--- src/rtl/cpu_program_loader.sv ---
`default_nettype none
// ============================================================================
// Module  : cpu_program_loader
// Brief   : Holds Pipe_CPU_1 in reset, clears IM/DM, loads a big-endian byte
//           stream into IM, then releases the CPU.
// Revision: 1.0 - initial release
// ============================================================================
module cpu_program_loader #(
    parameter int IM_WORDS = 32,
    parameter int DM_BYTES = 128,
    parameter int IAW      = $clog2(IM_WORDS),
    parameter int DAW      = $clog2(DM_BYTES)
) (
    input  logic           clk_i,
    input  logic           rst_i,
    input  logic           start_i,
    input  logic [IAW:0]   len_i,
    input  logic           byte_valid_i,
    input  logic [7:0]     byte_i,
    output logic           byte_ready_o,
    output logic           im_we_o,
    output logic [IAW-1:0] im_addr_o,
    output logic [31:0]    im_wdata_o,
    output logic           dm_we_o,
    output logic [DAW-1:0] dm_addr_o,
    output logic [7:0]     dm_wdata_o,
    output logic           cpu_rst_n_o,
    output logic           busy_o,
    output logic           done_o
);

    typedef enum logic [2:0] {
        S_IDLE   = 3'd0,
        S_CLR_IM = 3'd1,
        S_CLR_DM = 3'd2,
        S_LOAD   = 3'd3,
        S_DONE   = 3'd4
    } state_t;

    localparam logic [IAW:0]   IM_DEPTH = (IAW+1)'(IM_WORDS);
    localparam logic [IAW-1:0] IM_LAST  = IAW'(IM_WORDS - 1);
    localparam logic [DAW-1:0] DM_LAST  = DAW'(DM_BYTES - 1);

    state_t         state;
    state_t         state_nxt;
    logic [IAW-1:0] im_cnt;
    logic [DAW-1:0] dm_cnt;
    logic [IAW:0]   n_words;
    logic [IAW:0]   word_idx;
    logic [1:0]     byte_cnt;
    logic [31:0]    assembler;
    logic           wr_pending;
    logic           cpu_run;
    logic [IAW:0]   len_clamped;

    assign len_clamped = (len_i > IM_DEPTH) ? IM_DEPTH : len_i;
    assign dm_wdata_o  = 8'h00;
    assign cpu_rst_n_o = cpu_run;

    always_ff @(posedge clk_i or negedge rst_i) begin
        if (!rst_i) begin
            state <= S_IDLE;
        end else begin
            state <= state_nxt;
        end
    end

    always_comb begin
        state_nxt    = state;
        byte_ready_o = 1'b0;
        im_we_o      = 1'b0;
        im_addr_o    = '0;
        im_wdata_o   = '0;
        dm_we_o      = 1'b0;
        dm_addr_o    = '0;
        busy_o       = 1'b0;
        done_o       = 1'b0;
        case (state)
            S_IDLE: begin
                if (start_i) begin
                    state_nxt = S_CLR_IM;
                end
            end
            S_CLR_IM: begin
                busy_o    = 1'b1;
                im_we_o   = 1'b1;
                im_addr_o = im_cnt;
                if (im_cnt == IM_LAST) begin
                    state_nxt = S_CLR_DM;
                end
            end
            S_CLR_DM: begin
                busy_o    = 1'b1;
                dm_we_o   = 1'b1;
                dm_addr_o = dm_cnt;
                if (dm_cnt == DM_LAST) begin
                    state_nxt = (n_words == '0) ? S_DONE : S_LOAD;
                end
            end
            S_LOAD: begin
                busy_o = 1'b1;
                // The word-write cycle blocks the byte port so the assembler is stable
                if (wr_pending) begin
                    im_we_o    = 1'b1;
                    im_addr_o  = word_idx[IAW-1:0];
                    im_wdata_o = assembler;
                    if (word_idx == n_words - 1'b1) begin
                        state_nxt = S_DONE;
                    end
                end else begin
                    byte_ready_o = 1'b1;
                end
            end
            S_DONE: begin
                done_o    = 1'b1;
                state_nxt = S_IDLE;
            end
            default: begin
                state_nxt = S_IDLE;
            end
        endcase
    end

    always_ff @(posedge clk_i or negedge rst_i) begin
        if (!rst_i) begin
            im_cnt     <= '0;
            dm_cnt     <= '0;
            n_words    <= '0;
            word_idx   <= '0;
            byte_cnt   <= '0;
            assembler  <= '0;
            wr_pending <= 1'b0;
        end else begin
            case (state)
                S_IDLE: begin
                    if (start_i) begin
                        n_words    <= len_clamped;
                        im_cnt     <= '0;
                        dm_cnt     <= '0;
                        word_idx   <= '0;
                        byte_cnt   <= '0;
                        assembler  <= '0;
                        wr_pending <= 1'b0;
                    end
                end
                S_CLR_IM: im_cnt <= im_cnt + 1'b1;
                S_CLR_DM: dm_cnt <= dm_cnt + 1'b1;
                S_LOAD: begin
                    if (wr_pending) begin
                        wr_pending <= 1'b0;
                        word_idx   <= word_idx + 1'b1;
                    end else if (byte_valid_i) begin
                        // First byte of a word ends up in bits [31:24]
                        assembler <= {assembler[23:0], byte_i};
                        byte_cnt  <= byte_cnt + 1'b1;
                        if (byte_cnt == 2'd3) begin
                            wr_pending <= 1'b1;
                        end
                    end
                end
                default: begin
                end
            endcase
        end
    end

    // CPU reset is asserted from the cycle after start and released in DONE
    always_ff @(posedge clk_i or negedge rst_i) begin
        if (!rst_i) begin
            cpu_run <= 1'b0;
        end else if (state == S_IDLE && start_i) begin
            cpu_run <= 1'b0;
        end else if (state_nxt == S_DONE) begin
            cpu_run <= 1'b1;
        end
    end

endmodule
`default_nettype wire

--- config.mk ---
export PLATFORM = sky130hd
export DESIGN_NAME = cpu_program_loader
export DESIGN_NICKNAME = d
export VERILOG_FILES = /design/src/rtl/cpu_program_loader.sv
export SDC_FILE = /design/constraint.sdc
export NUM_CORES = 1
export LEC_CHECK = 0
export CORE_MARGIN = 1.5
export CORE_UTILIZATION = 40
export CTS_CLUSTER_DIAMETER = 150
export CTS_CLUSTER_SIZE = 8
export DETAILED_ROUTE_END_ITERATION = 10
export DONT_BUFFER_PORTS = 1
export GPL_ROUTABILITY_DRIVEN = 1
export GPL_TIMING_DRIVEN = 1
export PLACE_DENSITY = 0.5
export SYNTH_ARGS = -nofsm -noshare
export SYNTH_HDL_FRONTEND = slang
export SYNTH_SLANG_ARGS = --single-unit
--- constraint.sdc ---
create_clock -name clk_i -period 3.9 [get_ports clk_i]
set_input_delay 0.975 -clock clk_i [delete_from_list [all_inputs] [get_ports clk_i]]
set_output_delay 0.975 -clock clk_i [all_outputs]
set_load 0.005 [all_outputs]
==> flow_summary.json, run 1 <==
{
  "layout-drive-gt1-share": 0.0665,
  "dp_hpwl_um": 4860,
  "path_clk_slew_ns": 0.07,
  "syn_inst": 382,
  "cts-resized-gates": 0,
  "r2r_end": "assembler[11]$_DFFE_PN0P_",
  "worst_setup_path_start_kind": "flop",
  "hp-class": "in -> async",
  "worstSkewPairLatency_ns": 0.33,
  "io_pins": 76,
  "tightest_slew_ns": 0.882,
  "cts_tree": "built",
  "synth-async-reset-ratio": 1.00,
  "firstDrtPassIters": 4,
  "grt_antenna_before_repair": 0,
  "p_comb_frac": 0.274,
  "clock-sinks": 63,
  "grt_pass1_wl_um": 11800,
  "synth_area_leaders": "dfrtp_1 47%, nand2_1 10%, and2_1 7.4%, o21ai_0 6.0%, ha_1 2.6%",
  "clock-skew-final_ns": 0.00625,
  "timing.rr.start": "state[1]$_DFF_PN0_",
  "design_area_um2": 3510,
  "clock_power_share": 0.241,
  "netSwitchingFraction": 0.366,
  "synth_cell_type_count": 42,
  "crit_fanout": 18,
  "reg2reg_slack_ns": 1.53,
  "ys_ff_latch": 63,
  "syn_area_um2": 3360,
  "dpl_cell_area_um2": 3350,
  "die_w_um": 94.7,
  "min_period_over_period": 0.746,
  "fin_setup_tns_ns": 0,
  "cp-endpoint": "dm_addr_o[0]",
  "synth_warnings": 0,
  "ir_drop_mv": 0.276,
  "num_rows": 33,
  "max_slew_margin": 0.411,
  "root_buffer": "clkbuf_8",
  "finalMaxSlewViolations": 0,
  "syn_to_final_growth_pct": 4.50,
  "finalCriticalPeriod_ns": 2.91,
  "hold_viol": 0,
  "rsz0062_at_grt": "no",
  "netSwitchingPower_uw": 741,
  "max_cap_violations": 0,
  "numCtsBuffers": 9,
  "cp-startpoint": "state[1]$_DFF_PN0_",
  "setup-violations-final": 0,
  "synth_area_per_cell_um2": 8.80,
  "fill_cells": 827,
  "grt_max_degree": 64,
  "drt-initial-drc-count": 72,
  "gr-total-overflow": 0,
  "pwr_density_cell_nw_per_um2": 576,
  "critPathKind": "reg -> out",
  "num-nets-final": 397,
  "ff_latch_area_um2": 1580,
  "internal-power_uw": 1280,
  "htreeDepth": 3,
  "drc": 0,
  "yosys.area.top_type_share": 0.469,
  "post_cts_buffers": 0,
  "portBuffers": 0,
  "cts_buffer_depth": 2,
  "viasPerCell": 5.10,
  "antennaDiodeCount": 0,
  "multiInputGateArea_um2": 1600,
  "seq_area_frac_synth": 0.469,
  "start_util": 0.411,
  "p_leak_uw": 0.00158,
  "synth_edf_count": 0,
  "wl_per_cell_um": 15.0,
  "synth_top_flop_cell": "dfrtp_1",
  "dr_total_vias": 2455,
  "arrival_ns": 1.94,
  "r2r_cells": 5,
  "outcome": "complete, no violations",
  "grt_pass1_vias": 2380,
  "yosysTopAreaCell": "dfrtp_1",
  "hold_buffers": 0,
  "track_usage": 0.175,
  "clock.fmax_mhz": 344,
  "drt-total-wl_um": 7200,
  "gp_congestion": 0.792,
  "required_ns": 2.92,
  "cp-end-kind": "output pin",
  "die-area_um2": 8960,
  "die_y_um": 94.7,
  "p_seq_frac": 0.485,
  "drt.antenna.violating_nets": 0,
  "core-area_um2": 8180
}
layout by cell type, fill, tap and decap left out, drive strengths merged, types with 2 or more instances in the layout:
cell type,count
clkbuf,11
nand3b,6
clkinv,4
nand2b,5
nand3,9
dfrtp,63
or2,2
inv,4
ha,7
and3b,2
a22o,4
nand4,5
nor2,18
conb,8
buf,3
and2,40
nand2,91
nor3,3
and3,6
o21ai,53
xor2,7
xnor2,7
a21oi,4
power groups by stage:
stage	clock network (uW)	logic (uW)	registers (uW)
4_1_cts	504	564	984
3_5_place_dp	0	561	995
2_1_floorplan	0	517	922
6_report	488	555	982
5_1_grt	538	639	1010
3_3_place_gp	0	548	995
flip-flops by register name (all words and copies together) (netlist names):
| signal | count |
|---|---|
| cpu_rst_n_o | 1 |
| n_words | 6 |
| state | 3 |
| im_cnt | 5 |
| byte_cnt | 2 |
| wr_pending | 1 |
| word_idx | 6 |
| dm_cnt | 7 |
| assembler | 32 |
cell families (layout without fill, tap and decap cells):
group                    after synthesis  after routing  synth area share
AND/OR/NAND/NOR                      193            193             0.290
AO/OA/AOI/OAI                         66             66             0.107
flip-flops                            63             63             0.469
buffers and inverters                 36             23            0.0633
XOR/XNOR                              14             14            0.0365
adder cells (fa/ha/maj)                7              7            0.0261
multiplexers                           2              2           0.00633
other                                  1              8           0.00112
area by class of cell:
cell class | count | area share
Clock buffer | 11 | 0.0403
Clock inverter | 4 | 0.00641
Inverter | 5 | 0.00570
Multi-Input combinational cell | 290 | 0.455
Sequential cell | 63 | 0.449
Tap cell | 105 | 0.0374
Timing Repair Buffer | 3 | 0.00641
cells in the mapped netlist, drive strengths merged, types with 2 or more instances:
| library cell | instances |
|---|---|
| or2 | 2 |
| nor2 | 18 |
| a21oi | 4 |
| inv | 4 |
| and3 | 6 |
| xnor2 | 7 |
| a22o | 4 |
| nand2b | 5 |
| clkbuf | 10 |
| ha | 7 |
| buf | 21 |
| o21ai | 53 |
| nand4 | 5 |
| and2 | 40 |
| nand2 | 91 |
| xor2 | 7 |
| nor3 | 3 |
| and3b | 2 |
| dfrtp | 63 |
| nand3 | 9 |
| nand3b | 6 |
critical path: stages (launching register included):
cell,delay (ns)
dfrtp_1,0.64
or3b_2,0.60
clkinv_2,0.20
and2_1,0.17
per-stage QoR:
stage | std cells | setup WS (ns) | hold WS, ns | power, uW | utilization
after global placement | 466 | 1.35 | 0.458 | 1540 | 0.410
after detailed placement | 466 | 1.31 | 0.467 | 1560 | 0.410
after CTS | 481 | 0.955 | 0.314 | 2050 | 0.430
final | 481 | 0.989 | 0.327 | 2020 | 0.430
after global routing | 481 | 0.812 | 0.295 | 2190 | 0.430
after floorplan | 389 | 1.47 | 0.441 | 1440 | -
layer usage:
| metal | track usage | up-vias | share of wire |
|---|---|---|---|
| met1 | 0.224 | 1160 | 0.48 |
| met3 | 0.0539 | 7 | 0.068 |
| met4 | 0.0784 | 0 | 0.012 |
| met5 | 0 | - | 0 |
| li1 | - | 1224 | - |
| met2 | 0.271 | 64 | 0.45 |
worst min-delay path by stage:
| stage | from | endpoint | slack (ns) | depth (start not counted) |
|---|---|---|---|---|
| final | rst_i | assembler[5]$_DFFE_PN0P_ | 0.33 | 0 |
| after global routing | rst_i | assembler[13]$_DFFE_PN0P_ | 0.30 | 0 |
| after CTS | rst_i | dm_cnt[2]$_DFFE_PN0P_ | 0.31 | 0 |
| after detailed placement | assembler[26]$_DFFE_PN0P_ | assembler[26]$_DFFE_PN0P_ | 0.47 | 2 |
| after global placement | assembler[30]$_DFFE_PN0P_ | assembler[30]$_DFFE_PN0P_ | 0.46 | 2 |
| after floorplan | assembler[26]$_DFFE_PN0P_ | assembler[26]$_DFFE_PN0P_ | 0.44 | 2 |
Power figures use the tool's default switching activity.
==> run 2: changes to the inputs <==
==> constraint.sdc (replaced) <==
create_clock -name clk_i -period 3.02 [get_ports clk_i]
set_input_delay 0.755 -clock clk_i [delete_from_list [all_inputs] [get_ports clk_i]]
set_output_delay 0.755 -clock clk_i [all_outputs]
set_load 0.005 [all_outputs]
==> run 2 against run 1 <==
Setup slack lost 0.56 ns. Register-to-register slack lost 0.56 ns. Total power grew 35%. Design area grew 1.4%. Clock power grew 51%. Critical endpoint is now dm_addr_o[1]. Global-route usage shrank 0.65 points.
==> flow_summary.json, run 2 (same netlist as run 1, synthesis figures left out) <==
{
  "cts_buffer_depth": 2,
  "grt_max_degree": 64,
  "die_y_um": 94.7,
  "finalMaxSlewViolations": 0,
  "drt-initial-drc-count": 66,
  "num_rows": 33,
  "io_pins": 76,
  "largest_registers": "assembler: 32 flops, dm_cnt: 7 flops",
  "timing.hold.ws_ns": 0.102,
  "drt.antenna.violating_nets": 0,
  "min_period_over_period": 0.858,
  "path_clk_slew_ns": 0.07,
  "crit_fanout": 16,
  "dr_wl_met3_um": 375,
  "worst_setup_path_start_kind": "flop",
  "largest_reg_flops": 32,
  "p_leak_uw": 0.00161,
  "max_cap_violations": 0,
  "utilization": 0.435,
  "hold_viol": 0,
  "clock.fmax_mhz": 386,
  "antennaDiodeCount": 0,
  "fin_setup_tns_ns": 0,
  "viasPerCell": 5.10,
  "start_util": 0.411,
  "reg2reg_slack_ns": 0.97,
  "tightest_slew_ns": 0.761,
  "fin_cells": 483,
  "dpl.cell_count": 468,
  "cts-resized-gates": 0,
  "dp_hpwl_um": 4810,
  "portBuffers": 0,
  "htreeDepth": 3,
  "finalCriticalPeriod_ns": 2.59,
  "gr-total-overflow": 0,
  "grt_antenna_before_repair": 0,
  "clock-skew-final_ns": 0.00968,
  "max_slew_margin": 0.492,
  "core-area_um2": 8180,
  "die-area_um2": 8960,
  "fill_cells": 866,
  "rsz0062_at_grt": "no",
  "mostFrequentLayoutCell": "nand2_1",
  "grt_pass1_wl_um": 11600,
  "track_usage": 0.169,
  "worstSkewPairLatency_ns": 0.34,
  "highest_layer": "met4",
  "syn_to_final_growth_pct": 5.92,
  "cp-end-kind": "output pin",
  "numCtsBuffers": 9,
  "finalPower_uw": 2730,
  "wl_met2_um": 3220,
  "pwr_density_cell_nw_per_um2": 767,
  "drc": 0,
  "post_cts_buffers": 0,
  "firstDrtPassIters": 4,
  "grt_pass1_vias": 2358,
  "drt-total-wl_um": 7090,
  "critPathKind": "reg -> out",
  "wl_met1_um": 3420,
  "outcome": "complete, no violations",
  "required_ns": 2.26,
  "clock-sinks": 63,
  "hold_buffers": 0,
  "layout-drive-gt1-share": 0.0741,
  "root_buffer": "clkbuf_8",
  "wl_per_cell_um": 14.7,
  "mostFrequentLayoutCells": "91 x nand2_1, 63 x dfrtp_1, 40 x and2_1, 40 x o21ai_0, 17 x nor2_1",
  "dr_total_vias": 2465,
  "hp-class": "in -> async",
  "die_w_um": 94.7,
  "setup-violations-final": 0,
  "regMostFlops": "assembler",
  "num-nets-final": 399,
  "gp_congestion": 0.821,
  "cts_tree": "built",
  "arrival_ns": 1.84,
  "ir_drop_mv": 0.377
}
-- run 2: per-stage QoR --
stage	instance area, um2	setup slack [ns]
final	3560	0.430
after global routing	3560	0.332
after CTS	3560	0.414
after detailed placement	3360	0.801
after global placement	3360	0.831
after floorplan	3390	0.813
-- run 2: cell type report --
class / instances / area [um2] / area share
multi-input combinational: 290 / 1600 / 0.449
sequential: 63 / 1580 / 0.443
clock buffer: 11 / 151 / 0.0425
tap: 105 / 131 / 0.0369
clock inverter: 4 / 45.0 / 0.0127
timing repair buffer: 5 / 37.5 / 0.0105
inverter: 5 / 20.0 / 0.00562
-- run 2: where the power goes --
group          internal, uW  switching (uW)
combinational           307             435
sequential             1050             203
clock                   417             320
-- run 2: path summary, 6_finish.rpt --
path                                            from                   endpoint  cells after the start
setup / recovery                  state[0]$_DFF_PN0_               dm_addr_o[1]                      3
hold / removal                                 rst_i  assembler[13]$_DFFE_PN0P_                      0
setup reg to reg              n_words[0]$_DFFE_PN0P_         state[0]$_DFF_PN0_                      7
hold reg to reg            assembler[26]$_DFFE_PN0P_  assembler[26]$_DFFE_PN0P_                      2
max in group asynchronous                      rst_i    word_idx[1]$_DFFE_PN0P_                      0
min in group clk_i         assembler[26]$_DFFE_PN0P_  assembler[26]$_DFFE_PN0P_                      2
-- run 2: worst max-delay path, cell delays in order (launching register included) --
cell      delay [ns]
dfrtp_1         0.49
or3b_2          0.62
clkinv_2        0.21
and2_1          0.18
-- run 2: routing by layer --
metal / up-vias / global-route usage
met5: - / 0
met4: 0 / 0.0522
met3: 7 / 0.0596
met2: 54 / 0.271
met1: 1175 / 0.213
li1: 1229 / -
==> run 3: changes to the inputs <==
--- a/config.mk
+++ b/config.mk
@@ -5,13 +5,13 @@
 export SDC_FILE = /design/constraint.sdc
 export NUM_CORES = 1
 export LEC_CHECK = 0
+export ABC_AREA = 0
 export CORE_MARGIN = 1.5
 export CORE_UTILIZATION = 40
 export CTS_CLUSTER_DIAMETER = 150
 export CTS_CLUSTER_SIZE = 8
 export DETAILED_ROUTE_END_ITERATION = 10
 export DONT_BUFFER_PORTS = 1
-export GPL_ROUTABILITY_DRIVEN = 1
 export GPL_TIMING_DRIVEN = 1
 export PLACE_DENSITY = 0.5
 export SYNTH_ARGS = -nofsm -noshare
==> results of run 3 <==
No change in the layout: final DEF, timing and power equal those of run 2.
